**config.mk**
```make
export PLATFORM = sky130hd
export DESIGN_NAME = shift_pipe
export DESIGN_NICKNAME = d
export VERILOG_FILES = /design/src/rtl/shift_pipe.sv
export SDC_FILE = /design/constraint.sdc
export NUM_CORES = 1
export LEC_CHECK = 0
export ABC_AREA = 1
export CORE_ASPECT_RATIO = 1.5
export CORE_MARGIN = 2
export CORE_UTILIZATION = 50
export CTS_CLUSTER_SIZE = 16
export DETAILED_ROUTE_END_ITERATION = 6
export HOLD_SLACK_MARGIN = 0.03
export PLACE_DENSITY = 0.86
export SLEW_MARGIN = 15
export SYNTH_ARGS = -nofsm -noshare
export SYNTH_HDL_FRONTEND = slang
export SYNTH_SLANG_ARGS = --single-unit
```
**constraint.sdc**
```tcl
create_clock -name clk -period 3.3 [get_ports clk]
set_input_delay 0.33 -clock clk [delete_from_list [all_inputs] [get_ports clk]]
set_output_delay 0.33 -clock clk [all_outputs]
set_load 0.03 [all_outputs]
```
**src/rtl/shift_pipe.sv**
```systemverilog
// Pipelined barrel shifter for the execute stage: SLL/SRL/SRA/ROL/ROR over
// XLEN bits (32 or 64), RV64 word-mode ops, valid/ready handshake with
// backpressure, synchronous flush and a tag that travels with each op.
module shift_pipe #(
  parameter int XLEN   = 32,
  parameter int STAGES = 2,
  parameter int TAG_W  = 5
) (
  input  logic                     clk,
  input  logic                     rst_n,
  input  logic                     flush,
  input  logic                     in_valid,
  output logic                     in_ready,
  input  logic [XLEN-1:0]          in_src,
  input  logic [$clog2(XLEN)-1:0]  in_amt,
  input  logic [2:0]               in_op,
  input  logic                     in_word,
  input  logic [TAG_W-1:0]         in_tag,
  output logic                     out_valid,
  input  logic                     out_ready,
  output logic [XLEN-1:0]          out_result,
  output logic [TAG_W-1:0]         out_tag
);

  localparam int SW = $clog2(XLEN);

  typedef enum logic [2:0] {
    OP_SLL = 3'd0,
    OP_SRL = 3'd1,
    OP_SRA = 3'd2,
    OP_ROL = 3'd3,
    OP_ROR = 3'd4
  } op_e;

  // Amount bits handled by stage s: most-significant group in stage 0.
  function automatic int grp_lo(input int s);
    return (SW * (STAGES - 1 - s)) / STAGES;
  endfunction

  function automatic int grp_hi(input int s);
    return (SW * (STAGES - s)) / STAGES - 1;
  endfunction

  // Apply the power-of-two shift steps selected by amount bits lo..hi.
  function automatic logic [XLEN-1:0] part_shift(
    input logic [XLEN-1:0] x,
    input logic [SW-1:0]   amt,
    input logic [2:0]      op,
    input int              lo,
    input int              hi
  );
    logic [XLEN-1:0] r;
    r = x;
    for (int unsigned b = 0; b < SW; b++) begin
      if (int'(b) >= lo && int'(b) <= hi && amt[b]) begin
        case (op)
          OP_SLL:  r = r << (1 << b);
          OP_SRL:  r = r >> (1 << b);
          OP_SRA:  r = $signed(r) >>> (1 << b);
          OP_ROL:  r = (r << (1 << b)) | (r >> (XLEN - (1 << b)));
          OP_ROR:  r = (r >> (1 << b)) | (r << (XLEN - (1 << b)));
          default: r = r;
        endcase
      end
    end
    return r;
  endfunction

  // Per-stage state: stage s holds an operand with groups 0..s-1 applied.
  logic [STAGES-1:0] stg_valid;
  logic [XLEN-1:0]   stg_data [STAGES];
  logic [SW-1:0]     stg_amt  [STAGES];
  logic [2:0]        stg_op   [STAGES];
  logic [STAGES-1:0] stg_word;
  logic [TAG_W-1:0]  stg_tag  [STAGES];
  logic [XLEN-1:0]   stg_next [STAGES];

  logic [STAGES:0]   free;
  logic [STAGES-1:0] move;
  logic [STAGES-1:0] load;
  logic              accept;
  logic              run;

  logic              word_eff;
  logic [SW-1:0]     amt_eff;
  logic [XLEN-1:0]   src_eff;
  logic [XLEN-1:0]   result_fin;

  // Word mode is reduced to a full-width shift: the upper half is pre-filled
  // so that the low 32 bits of the wide result are the 32-bit result
  // (zero fill for SLL/SRL, sign fill for SRA, a copy of the low word for
  // rotates, which makes a wide rotate wrap within 32 bits).
  always_comb begin
    word_eff = (XLEN == 64) && in_word;
    amt_eff  = in_amt;
    src_eff  = in_src;
    if (word_eff) begin
      amt_eff[SW-1] = 1'b0;
      for (int unsigned i = 32; i < XLEN; i++) begin
        case (in_op)
          OP_SRA:         src_eff[i] = in_src[31];
          OP_ROL, OP_ROR: src_eff[i] = in_src[i-32];
          default:        src_eff[i] = 1'b0;
        endcase
      end
    end
  end

  // Partial shift performed by each stage on its registered operand.
  always_comb begin
    for (int unsigned s = 0; s < STAGES; s++) begin
      stg_next[s] = part_shift(stg_data[s], stg_amt[s], stg_op[s],
                               grp_lo(int'(s)), grp_hi(int'(s)));
    end
  end

  // Handshake: a slot is free when empty or when its content moves on;
  // the chain is resolved from the output register backwards.
  always_comb begin
    free[STAGES] = !out_valid || out_ready;
    move         = '0;
    for (int unsigned k = 0; k < STAGES; k++) begin
      move[STAGES-1-k] = stg_valid[STAGES-1-k] && free[STAGES-k];
      free[STAGES-1-k] = !stg_valid[STAGES-1-k] || free[STAGES-k];
    end
    in_ready = run && free[0];
    accept   = in_valid && in_ready && !flush;
    load     = '0;
    load[0]  = accept;
    for (int unsigned k = 1; k < STAGES; k++) begin
      load[k] = move[k-1];
    end
  end

  // Final formatting: reserved ops yield zero, word results sign-extend bit 31.
  always_comb begin
    result_fin = stg_next[STAGES-1];
    if (stg_op[STAGES-1] > OP_ROR) begin
      result_fin = '0;
    end else if (stg_word[STAGES-1]) begin
      for (int unsigned i = 32; i < XLEN; i++) begin
        result_fin[i] = result_fin[31];
      end
    end
  end

  // Valid bits: flush clears everything and wins over accept/advance.
  always_ff @(posedge clk or negedge rst_n) begin
    if (!rst_n) begin
      run       <= 1'b0;
      stg_valid <= '0;
      out_valid <= 1'b0;
    end else begin
      run <= 1'b1;
      if (flush) begin
        stg_valid <= '0;
        out_valid <= 1'b0;
      end else begin
        for (int unsigned k = 0; k < STAGES; k++) begin
          if (load[k]) begin
            stg_valid[k] <= 1'b1;
          end else if (move[k]) begin
            stg_valid[k] <= 1'b0;
          end
        end
        if (move[STAGES-1]) begin
          out_valid <= 1'b1;
        end else if (out_ready) begin
          out_valid <= 1'b0;
        end
      end
    end
  end

  // Stage data registers; contents are don't-care while the valid bit is low.
  always_ff @(posedge clk) begin
    if (load[0]) begin
      stg_data[0] <= src_eff;
      stg_amt[0]  <= amt_eff;
      stg_op[0]   <= in_op;
      stg_word[0] <= word_eff;
      stg_tag[0]  <= in_tag;
    end
    for (int unsigned k = 1; k < STAGES; k++) begin
      if (load[k]) begin
        stg_data[k] <= stg_next[k-1];
        stg_amt[k]  <= stg_amt[k-1];
        stg_op[k]   <= stg_op[k-1];
        stg_word[k] <= stg_word[k-1];
        stg_tag[k]  <= stg_tag[k-1];
      end
    end
  end

  // Output register: cleared by reset, held while stalled or flushed.
  always_ff @(posedge clk or negedge rst_n) begin
    if (!rst_n) begin
      out_result <= '0;
      out_tag    <= '0;
    end else if (move[STAGES-1] && !flush) begin
      out_result <= result_fin;
      out_tag    <= stg_tag[STAGES-1];
    end
  end

endmodule
```
==> flow_summary.toml, run 1 <==
[outcome]
outcome = "finished clean"

[drt]
drtPass1Iterations = 5
drc_errors = 0
route.vias.total = 7413
wl_um = 19100
vias_per_cell = 5.48
first_iter_violations = 504
wl_per_cell_um = 14.1
ant_nets = 0

[timing]
period_minus_slack_ns = 2.51
fin_setup_tns_ns = 0
relSlewSlack_pct = 29.2
fmax_mhz = 399
timing.final.ws_setup_ns = 0.795
setup_violations = 0
hold_viol = 0
maxSlewViolCount = 0
worstMarginPinSlew_ns = 1.06
rsz0062_at_grt = "false"
finClkSkew_ns = 0.0122
fin_crit_sh_pct = 75.9

[clock_tree]
cts-buffers-inserted = 17
cts_resized = 0
clock_sinks = 128
clockBufferDepth = 2
cts_tree = "built"
clk_latency_ns = 0.41
cts_hold_buf = 0
cts_setup_buffers = 0
cts_htree_levels = 4
clk_pin_slew_worst_paths_ns = 0.06
cts_root_buffer = "clkbuf_16"

[grt]
track_usage_pct = 23.3
overflow = 0
grt_max_degree = 65
grt_pass1_vias = 6707
antenna_found_initial = 0
grt_pass1_wl_um = 31200

[placed_design]
dpl_cell_area_sq_um = 8850
placed_cells = 1321
portBuffers = 88
place_congestion = 0.927
dp_hpwl_um = 13700
pre_cts_ws_ns = 0.854

[floorplanning]
die-height_um = 157
core_sq_um = 15500
die_w_um = 106
initial_core_util_pct = 50.7
dieArea_sq_um = 16700
ios = 90
fp-row-count = 56

[critical_path]
worst_r2r_path_depth = 10
critPathKind = "reg2reg"
worstPathArrival_ns = 2.67
reg2reg_to = "stg_data[0][56]"
crit_path_start_kind = "flop"
cp-end-kind = "flop"
cp.required_ns = 3.46
regToRegStartpoint = "stg_op[0][1]"
rrSetupSlack_ns = 0.79
crit_path_max_fanout = 46

[power_and_ir_drop]
power.leakage_nw = 4.33
switching_share_pct = 26.4
switching_power_mw = 1.22
peakVddDrop_mv = 0.313
p_per_area_nw_per_um2 = 490
p_int_mw = 3.42
seqPwrFrac_pct = 41.2
pwr-share-clk_pct = 41.2
p_comb_share_pct = 17.6

[yosys]
syn_inst = 1072
synth_cell_type_count = 27
post_synth.cell_area_avg_sq_um = 7.32
yosysSeqAreaShare_pct = 46.4
syn_nets = 1123
syn-cell-area_sq_um = 7850
yosys_register_bits = 128
yosys_warnings = 0

[final_layout]
fin_cells = 1353
fin_nets = 1188
final_common_cell = "nand2_1"
stdcell_area_sq_um = 9460
layout-drive-gt1-share_pct = 6.52
most-common-layout-cells = "nand2_1, nand3_1, clkdlybuf4s50_1, edfxtp_1, inv_1"
area_growth_pct = 20.6
n_antenna_cell = 0
nFillCells = 1389

[job]
drv_cap = 0

[hold_path]
hp-class = "in2async"
==> metrics by stage <==
step	total power, mW	hold WS, ns	utilization [%]
2_1_floorplan	2.43	0.0344	-
3_3_place_gp	2.74	0.403	57.2
3_5_place_dp	2.76	0.405	57.2
4_1_cts	4.67	0.0585	61.1
5_1_grt	4.85	0.108	61.1
6_report	4.64	0.0415	61.1
==> critical path, cell delays in order (launching register included) <==
cell	delay, ns
edfxtp_1	0.49
nand3_2	0.26
nand2_2	0.53
a21oi_1	0.31
nand2_1	0.12
nand3_1	0.09
nand3_1	0.10
nand3_1	0.11
nand2_1	0.07
nand2_1	0.13
inv_1	0.05
==> routing by layer <==
layer  GRT usage, %  wire (um)
met5              0          0
met4           10.0        556
met3           3.85        928
met2           40.3       9960
met1           28.7       7670
==> worst max-delay path by stage <==
stage	startpoint	endpoint	slack [ns]	cells after the start
final	stg_op[0][1]	stg_data[0][56]	0.79	10
after floorplan	out_valid	stg_amt[0][0]	0.55	9
after detailed placement	stg_op[0][0]	stg_data[0][52]	0.85	10
after global placement	stg_op[0][1]	stg_data[0][52]	0.87	10
after CTS	stg_op[0][0]	stg_data[0][52]	0.83	10
after global routing	stg_op[0][0]	stg_data[0][52]	0.55	10
==> logic make-up after synthesis <==
logic type             after synthesis  synth area share (%)
flip-flops                         128                  46.4
AND/OR/NAND/NOR                    705                  39.3
other                                1                0.0478
multiplexers                         5                 0.717
AO/OA/AOI/OAI                      102                  6.74
buffers and inverters              131                  6.84
==> state kept, by name, summed over array words and instances (netlist names) <==
signal and count:
out_result 32, stg_valid 2, stg_data 64, stg_tag 10, stg_op 6, run 1, out_tag 5, out_valid 1
stg_amt 7
==> cells in the mapped netlist, drive strengths merged <==
master / n / area (sq um)
nand2: 384 / 1450
nand3: 272 / 1370
edfxtp: 87 / 2610
inv: 74 / 278
a21oi: 61 / 320
dfrtp: 41 / 1030
o21ai: 41 / 209
buf: 36 / 179
or2: 28 / 175
clkbuf: 21 / 80.1
nor2: 20 / 85.1
mux2: 5 / 56.3
conb: 1 / 3.75
nor3: 1 / 5.00
==> power groups by stage <==
stage	registers [mW]	clock network [mW]	logic [mW]
2_1_floorplan	2.10	0	0.332
3_3_place_gp	1.94	0	0.805
3_5_place_dp	1.94	0	0.816
4_1_cts	1.91	1.94	0.819
5_1_grt	1.92	2.03	0.895
6_report	1.91	1.91	0.818
==> area by class of cell <==
class,count,area (sq um),area share [%]
flip-flops and latches,128,3640,38.4
multi-input cells,813,3680,38.9
well taps,203,254,2.68
repair buffers,103,1000,10.6
clock inverters,8,96.3,1.02
inverters,74,278,2.93
clock buffers,24,514,5.43
No activity file was read; power rests on OpenSTA's default activity.
==> inputs of run 2 (changes only) <==
--- a/config.mk
+++ b/config.mk
@@ -12,7 +12,7 @@
 export CTS_CLUSTER_SIZE = 16
 export DETAILED_ROUTE_END_ITERATION = 6
 export HOLD_SLACK_MARGIN = 0.03
-export PLACE_DENSITY = 0.86
+export PLACE_DENSITY = 0.83
 export SLEW_MARGIN = 15
 export SYNTH_ARGS = -nofsm -noshare
 export SYNTH_HDL_FRONTEND = slang
==> constraint.sdc (replaced) <==
create_clock -name clk -period 2.45 [get_ports clk]
set_input_delay 0.245 -clock clk [delete_from_list [all_inputs] [get_ports clk]]
set_output_delay 0.245 -clock clk [all_outputs]
set_load 0.03 [all_outputs]
==> run 2 against run 1 <==
Global-route usage increased by 0.90 points. Largest cell class unchanged. Die area unchanged. Clock skew decreased by 0.0051 ns. Via count about the same. Combinational power increased by 37%. Sequential cell count unchanged. Setup slack got worse by 0.53 ns. Wire length increased by 1.5%. Highest routed layer unchanged. Critical endpoint is now stg_data[0][57]. Total power increased by 32%. Critical path depth increased by 2.
==> flow_summary.toml, run 2 (synthesis gave the netlist of run 1 again) <==
[final_layout]
area_growth_pct = 21.7
fin_util_pct = 61.7
fin_nets = 1199
most-common-layout-cells = "nand2_1, nand3_1, clkdlybuf4s50_1, edfxtp_1, inv_1"
layout-drive-gt1-share_pct = 7.32
stdcell_area_sq_um = 9560
n_antenna_cell = 0
regMostFlops = "stg_data"
largest_reg_flops = 64
reg_top3 = "stg_data (64), out_result (32), stg_tag (10)"
final_common_cell = "nand2_1"

[timing]
fin_setup_tns_ns = 0
maxSlewViolCount = 0
fmax_mhz = 457
period_minus_slack_ns = 2.19
rsz0062_at_grt = "false"
worstMarginPinSlew_ns = 0.881
setup_violations = 0
relSlewSlack_pct = 41.3
fin_crit_sh_pct = 89.4
finClkSkew_ns = 0.00711
whs_ns = 0.379
hold_viol = 0

[grt]
track_usage_pct = 24.2
antenna_found_initial = 0
grt_max_degree = 65
grt_pass1_wl_um = 32300
overflow = 0
grt_pass1_vias = 6716

[drt]
wl_per_cell_um = 14.2
wl_um = 19400
drc_errors = 0
route.vias.total = 7414
ant_nets = 0
first_iter_violations = 617
drtPass1Iterations = 5
vias_per_cell = 5.44

[clock_tree]
cts_setup_buffers = 0
clk_latency_ns = 0.42
cts_hold_buf = 1
clock_sinks = 128
cts_root_buffer = "clkbuf_16"
cts-buffers-inserted = 17
cts_resized = 0
clockBufferDepth = 2
cts_htree_levels = 4
clk_pin_slew_worst_paths_ns = 0.06
cts_tree = "built"

[hold_path]
hp-class = "in2reg"

[power_and_ir_drop]
power.leakage_nw = 4.38
peakVddDrop_mv = 0.421
totalPowerFinal_mw = 6.10
p_per_area_nw_per_um2 = 639

[critical_path]
cp.required_ns = 2.62
crit_path_start_kind = "flop"
worstPathCellList = "inv_1 -> nand3_1 -> nand3_2 -> buf_4 -> nand2_1 -> nand2_1 -> nand3_1 -> nand3_1 -> nand3_1 -> nand2_1 -> nand2_1 -> inv_1"
worstPathArrival_ns = 2.36
cpMaxStageDelayCell = "edfxtp_1"
critPathKind = "reg2reg"
cp-end-kind = "flop"
crit_path_max_fanout = 12
slowest_delay_ns = 0.47

[floorplanning]
ios = 90
dieArea_sq_um = 16700
fp-row-count = 56
die_w_um = 106
die-height_um = 157
initial_core_util_pct = 50.7
core_sq_um = 15500

[placed_design]
dp_hpwl_um = 14200
portBuffers = 88
dpl_cell_area_sq_um = 8980
place_congestion = 0.918

[job]
drv_cap = 0

[outcome]
outcome = "finished clean"
[run 2: cell types whose count changed in the layout (fill, tap and decap cells not counted), sizes merged]
cell,previous run,this run
buf,16,26
bufinv,2,1
clkbuf,24,23
clkinv,4,5
clkinvlp,0,1
dlygate4sd3,0,1
[run 2: stage by stage]
| step | worst slack (ns) | std cells |
|---|---|---|
| after floorplan | 0.172 | 1072 |
| after global routing | 0.0457 | 1364 |
| final | 0.260 | 1364 |
| after detailed placement | 0.283 | 1331 |
| after CTS | 0.256 | 1364 |
| after global placement | 0.325 | 1331 |
[run 2: path summary, 6_finish.rpt]
path | end | start | cells past startpoint | slack (ns)
worst max-delay path | stg_data[0][57] | stg_op[0][0] | 12 | 0.26
worst min-delay path | stg_data[0][6] | in_src[6] | 1 | 0.38
worst max register to register | stg_data[0][57] | stg_op[0][0] | 12 | 0.26
worst min register to register | stg_amt[0][5] | stg_amt[0][0] | 0 | 0.43
max in group asynchronous | out_result[13] | rst_n | 2 | 1.41
min in group asynchronous | out_result[27] | rst_n | 2 | 0.49
[run 2: cell type report]
type | instances | area (sq um)
tap | 203 | 254
fill | 1415 | 5930
inverter | 74 | 278
clock buffer | 23 | 489
sequential | 128 | 3640
multi-input combinational | 813 | 3680
timing repair buffer | 114 | 1140
clock inverter | 9 | 78.8
[run 2: per-layer routing]
| layer | GRT usage [%] | wire length [um] |
|---|---|---|
| met1 | 29.2 | 7640 |
| met2 | 43.1 | 10300 |
| met3 | 3.48 | 964 |
| met4 | 10.0 | 512 |
| met5 | 0 | 0 |
[run 2: where the power goes]
group	switching, mW	total [mW]	internal [mW]
Sequential	0.0857	2.57	2.49
Clock	0.907	2.41	1.50
Combinational	0.663	1.12	0.456
[run 2: critical path: cells and delay by family, from the launching register on]
family	cells	cell delay [ns]
and+or+nand+nor	9	1.05
DFF	1	0.47
buffers and inverters	3	0.41
==> edit 1: new RTL, config.mk and constraints of run 2 <==
Make the reset (`rst_n`) synchronous in 2 clocked blocks.
--- a/src/rtl/shift_pipe.sv
+++ b/src/rtl/shift_pipe.sv
@@ -145,7 +145,7 @@
   end
 
   // Valid bits: flush clears everything and wins over accept/advance.
-  always_ff @(posedge clk or negedge rst_n) begin
+  always_ff @(posedge clk) begin
     if (!rst_n) begin
       run       <= 1'b0;
       stg_valid <= '0;
@@ -193,7 +193,7 @@
   end
 
   // Output register: cleared by reset, held while stalled or flushed.
-  always_ff @(posedge clk or negedge rst_n) begin
+  always_ff @(posedge clk) begin
     if (!rst_n) begin
       out_result <= '0;
       out_tag    <= '0;
Formal check against the unedited RTL: differs if rst_n is asserted again (counterexample within 4 cycles, from zero or initial values and one cycle with rst_n low); with rst_n held inactive, the same outputs for 4 cycles.
==> edit 1 against run 2 <==
Core utilization increased by 1.1 points. Setup slack got worse by 0.047 ns. Sequential cell count unchanged. Routed wire length down 0.46%. Cell area shrank 0.48%. Synthesized cell count grew 1.4%. Synthesized area down 1.4%.
Power is not compared: it rests on default switching activity, and its combinational part moved more than twofold at a synthesized area within 25%.
==> edit 1: results (changes against run 2) <==
Worst hold path:
- The min-delay analysis places its worst path in the category input pin to flop.
- The launch point of the worst hold path is in_amt[2].

Finish:
- The count of non-filler cells in the finished layout is 1374 (+0.73%).
- The count of inverters other than clock inverters in the layout is 46 (-38%).
- The multi-input combinational cell count came to 853 (+4.9%).
- The area share of buffers outside the clock network was 12.26% (+0.37 points).
- The number of flip-flops and latches came to 128 (unchanged).
- The fraction of area in clock buffers and inverters is 6.552% (+0.61 points).
- The number of nets in the finished design is 1213 (+1.2%).
- The share of the core filled with cells in the final layout was 62.82% (+1.1 points).
- The fraction of layout cells with a size suffix above 1 came to 10.21% (+2.9 points).
- The number of fill cells is 1365 (-3.5%).
- The area of the multi-input gates is 3866 um^2 (+5.0%).
- The total area of sequential cells is 3433 um^2 (-5.6%).
- In the final layout, the registers with the most flip-flops are stg_data (64), out_result (32), stg_tag (10).

Global route:
- The number of global-route vias before repair is 6875 (+2.4%).
- The global-route wire length before repair is 31.81 mm (-1.7%).
- The largest net degree at the start of global routing is 62 (-4.6%).
- The global-route total usage across every layer was 23.78% (-0.44 points).

Logic synthesis:
- The number of nets produced by synthesis is 1138 (+1.3%).
- After synthesis, the cell types taking the most area are edfxtp_1 (34%), nand2_1 (18%), nand3_1 (16%).
- Counting instances in the post-synthesis netlist gives the leading cell types as nand2_1 (377), nand3_1 (241), a21oi_1 (121).
- The proportion of register bits with asynchronous set or reset after synthesis came to 0% (-32 points).
- The post-synthesis sequential area ratio is 44.37% (-2.0 points).
- The cell count after synthesis was 1087 (+1.4%).
- The cell area after synthesis came to 7739 um^2 (-1.4%).
- The unique cell type count in the Yosys netlist is 23 (-15%).

Route:
- The via count came to 7541 (+1.7%).
- The number of DRC violations after detailed-routing iteration 0 is 533 (-14%).
- The average wire length per cell after detail routing is 14.05 um (-1.2%).

Critical path:
- The top fanout value on the critical path is 42 (+30).
- The launching point of the worst reg2reg path is stg_op[0][1].

Timing:
- The final clock skew was 0.007992 ns (+0.0008824 ns).

Placement:
- The final weighted congestion in routability-driven placement came to 0.9466 (+3.1%).
- The HPWL reported at the end of detailed placement is 13.93 mm (-1.9%).
- The post-placement setup slack is 0.3035 ns (+0.02032 ns).

Outcome:
- The run finished with clean final reports.
-- edit 1: cell count changes in the layout (fill, tap and decap cells not counted), sizes merged, moves of 5 or more --
cell and delta:
o21ai -23, dfxtp +41, a21oi +61, dfrtp -41
nand3 -30, or2 +30, mux2 -5, nor2 +11
inv -28
-- edit 1: layer usage --
metal,global-route usage [%],routed length [um],up-vias
met5,0,0,-
met4,13.22,898,0
met3,3.665,960,53
met2,40.95,9759,280
met1,28.30,7686,3402
li1,-,-,3806
-- edit 1: final timing paths --
path	end	slack [ns]	depth (start not counted)
max	stg_data[0][44]	0.21	10
min	stg_amt[0][2]	0.38	1
max reg2reg	stg_data[0][44]	0.21	10
min reg2reg	stg_tag[1][1]	0.42	0
-- edit 1: cell families after synthesis --
kind of cell           Yosys count  synth area share [%]
and+or+nand+nor                713                 40.66
AOI/OAI and AO/OA              140                 9.151
DFF                            128                 44.37
buffers and inverters          106                 5.820
==> edit 2: new RTL, config.mk and constraints of run 2 <==
Made on the original files. `TAG_W`: 5 -> 10.
--- a/src/rtl/shift_pipe.sv
+++ b/src/rtl/shift_pipe.sv
@@ -4,7 +4,7 @@
 module shift_pipe #(
   parameter int XLEN   = 32,
   parameter int STAGES = 2,
-  parameter int TAG_W  = 5
+  parameter int TAG_W  = 10
 ) (
   input  logic                     clk,
   input  logic                     rst_n,
Interface: changed (resized in_tag and out_tag); port bits go from 90 to 100. No check against the original RTL was run, so the function may have changed too.
==> edit 2 against run 2 <==
Sequential cell count rose by 15. Combinational power increased by 7%. Power grew 5.7%. Synthesized cell count is 5.1% higher. Sequential share of layout area up 1.6 points. Setup slack got worse by 0.053 ns. Cell count is 5.5% higher. Synthesized area increased by 7.4%. Routed wire length increased by 9.7%. First-iteration DRC count fell by 29%. Cell area grew 7.3%. Critical path type unchanged.
==> edit 2: results (changes against run 2) <==
Worst hold path:
- In this run the most critical hold path is launched from in_src[30].
- The hold-critical path endpoint is stg_data[0][30].

Critical path:
- The endpoint of the most critical setup path is stg_data[0][52].
- The worst register-to-register path begins at stg_op[0][1].
- The arrival time of the worst setup path is 2.44 ns (+0.08 ns).
- The internal reg-to-reg setup slack came to 0.21 ns (-0.05 ns).
- The peak per-stage delay on the critical path is 0.55 ns (+0.08 ns).

Finish:
- The area of the multi-input gates is 3782 um^2 (+2.7%).
- The clock buffer count in the final layout is 19 (-17%).
- In the final layout, the registers with the most flip-flops are stg_data (64), out_result (32), stg_tag (20).
- The area share of buffers outside the clock network is 12.89% (+1.0 points).
- The total area of sequential cells is 4064 um^2 (+12%).
- The fraction of area in clock buffers and inverters came to 5.261% (-0.68 points).

Global route:
- The largest net degree at the start of global routing is 56 (-14%).
- The global-route total usage across every layer is 25.32% (+1.1 points).
- The number of global-route vias before repair is 7323 (+9.0%).

Placement:
- The quantity of I/O buffers inserted on ports is 98 (+11%).

Route:
- The number of detailed-routing iterations run before antenna repair is 7 (+2).
- The mean number of vias per cell is 5.403 (-0.60%).
- The met3 wire length is 924 um (-4.1%).

Logic synthesis:
- The mean instance size in the synthesized netlist is 7.484 um^2 (+2.2%).
- The count of flip-flops with a built-in enable after synthesis is 97 (+11%).
- The number of nets produced by synthesis is 1183 (+5.3%).

Power and ir drop:
- The worst supply voltage drop on vdd was 0.3714 mV (-12%).
- The power share of the clock group is 36.6% (-2.9 points).

Timing:
- The tightest slew margin relative to the limit is 33.59% (-7.7 points).

Outcome:
- The run finished with clean final reports.
-- edit 2: cells by family after synthesis --
logic type      Yosys count  share of synthesized area [%]
simple gates            690                          35.08
other cells               1                        0.04446
compound gates          157                          9.569
flops                   143                          48.18
buf+inv                 136                          7.121
-- edit 2: metal layers --
metal / vias up / global-route usage (%)
li1: 3921 / -
met1: 3538 / 29.30
met4: 0 / 14.15
met5: - / 0
met3: 58 / 3.951
met2: 258 / 43.78
-- edit 2: worst reg2reg max path: stages, from the launching register on --
cell	delay [ns]
edfxtp_1	0.55
buf_4	0.24
nand3_1	0.13
nand2_2	0.13
buf_4	0.21
nand2_1	0.07
nand3_1	0.10
nand2_1	0.14
nor2_1	0.06
o21ai_1	0.20
nand2_1	0.08
nand2_1	0.07
inv_1	0.03
-- edit 2: repair_timing --
action / 4_1_cts / 5_1_grt
hold buffers: 1 / 0
gates resized for setup: 0 / 1
endpoints found under the hold margin: 46 / 0
setup endpoints to repair: 0 / 19
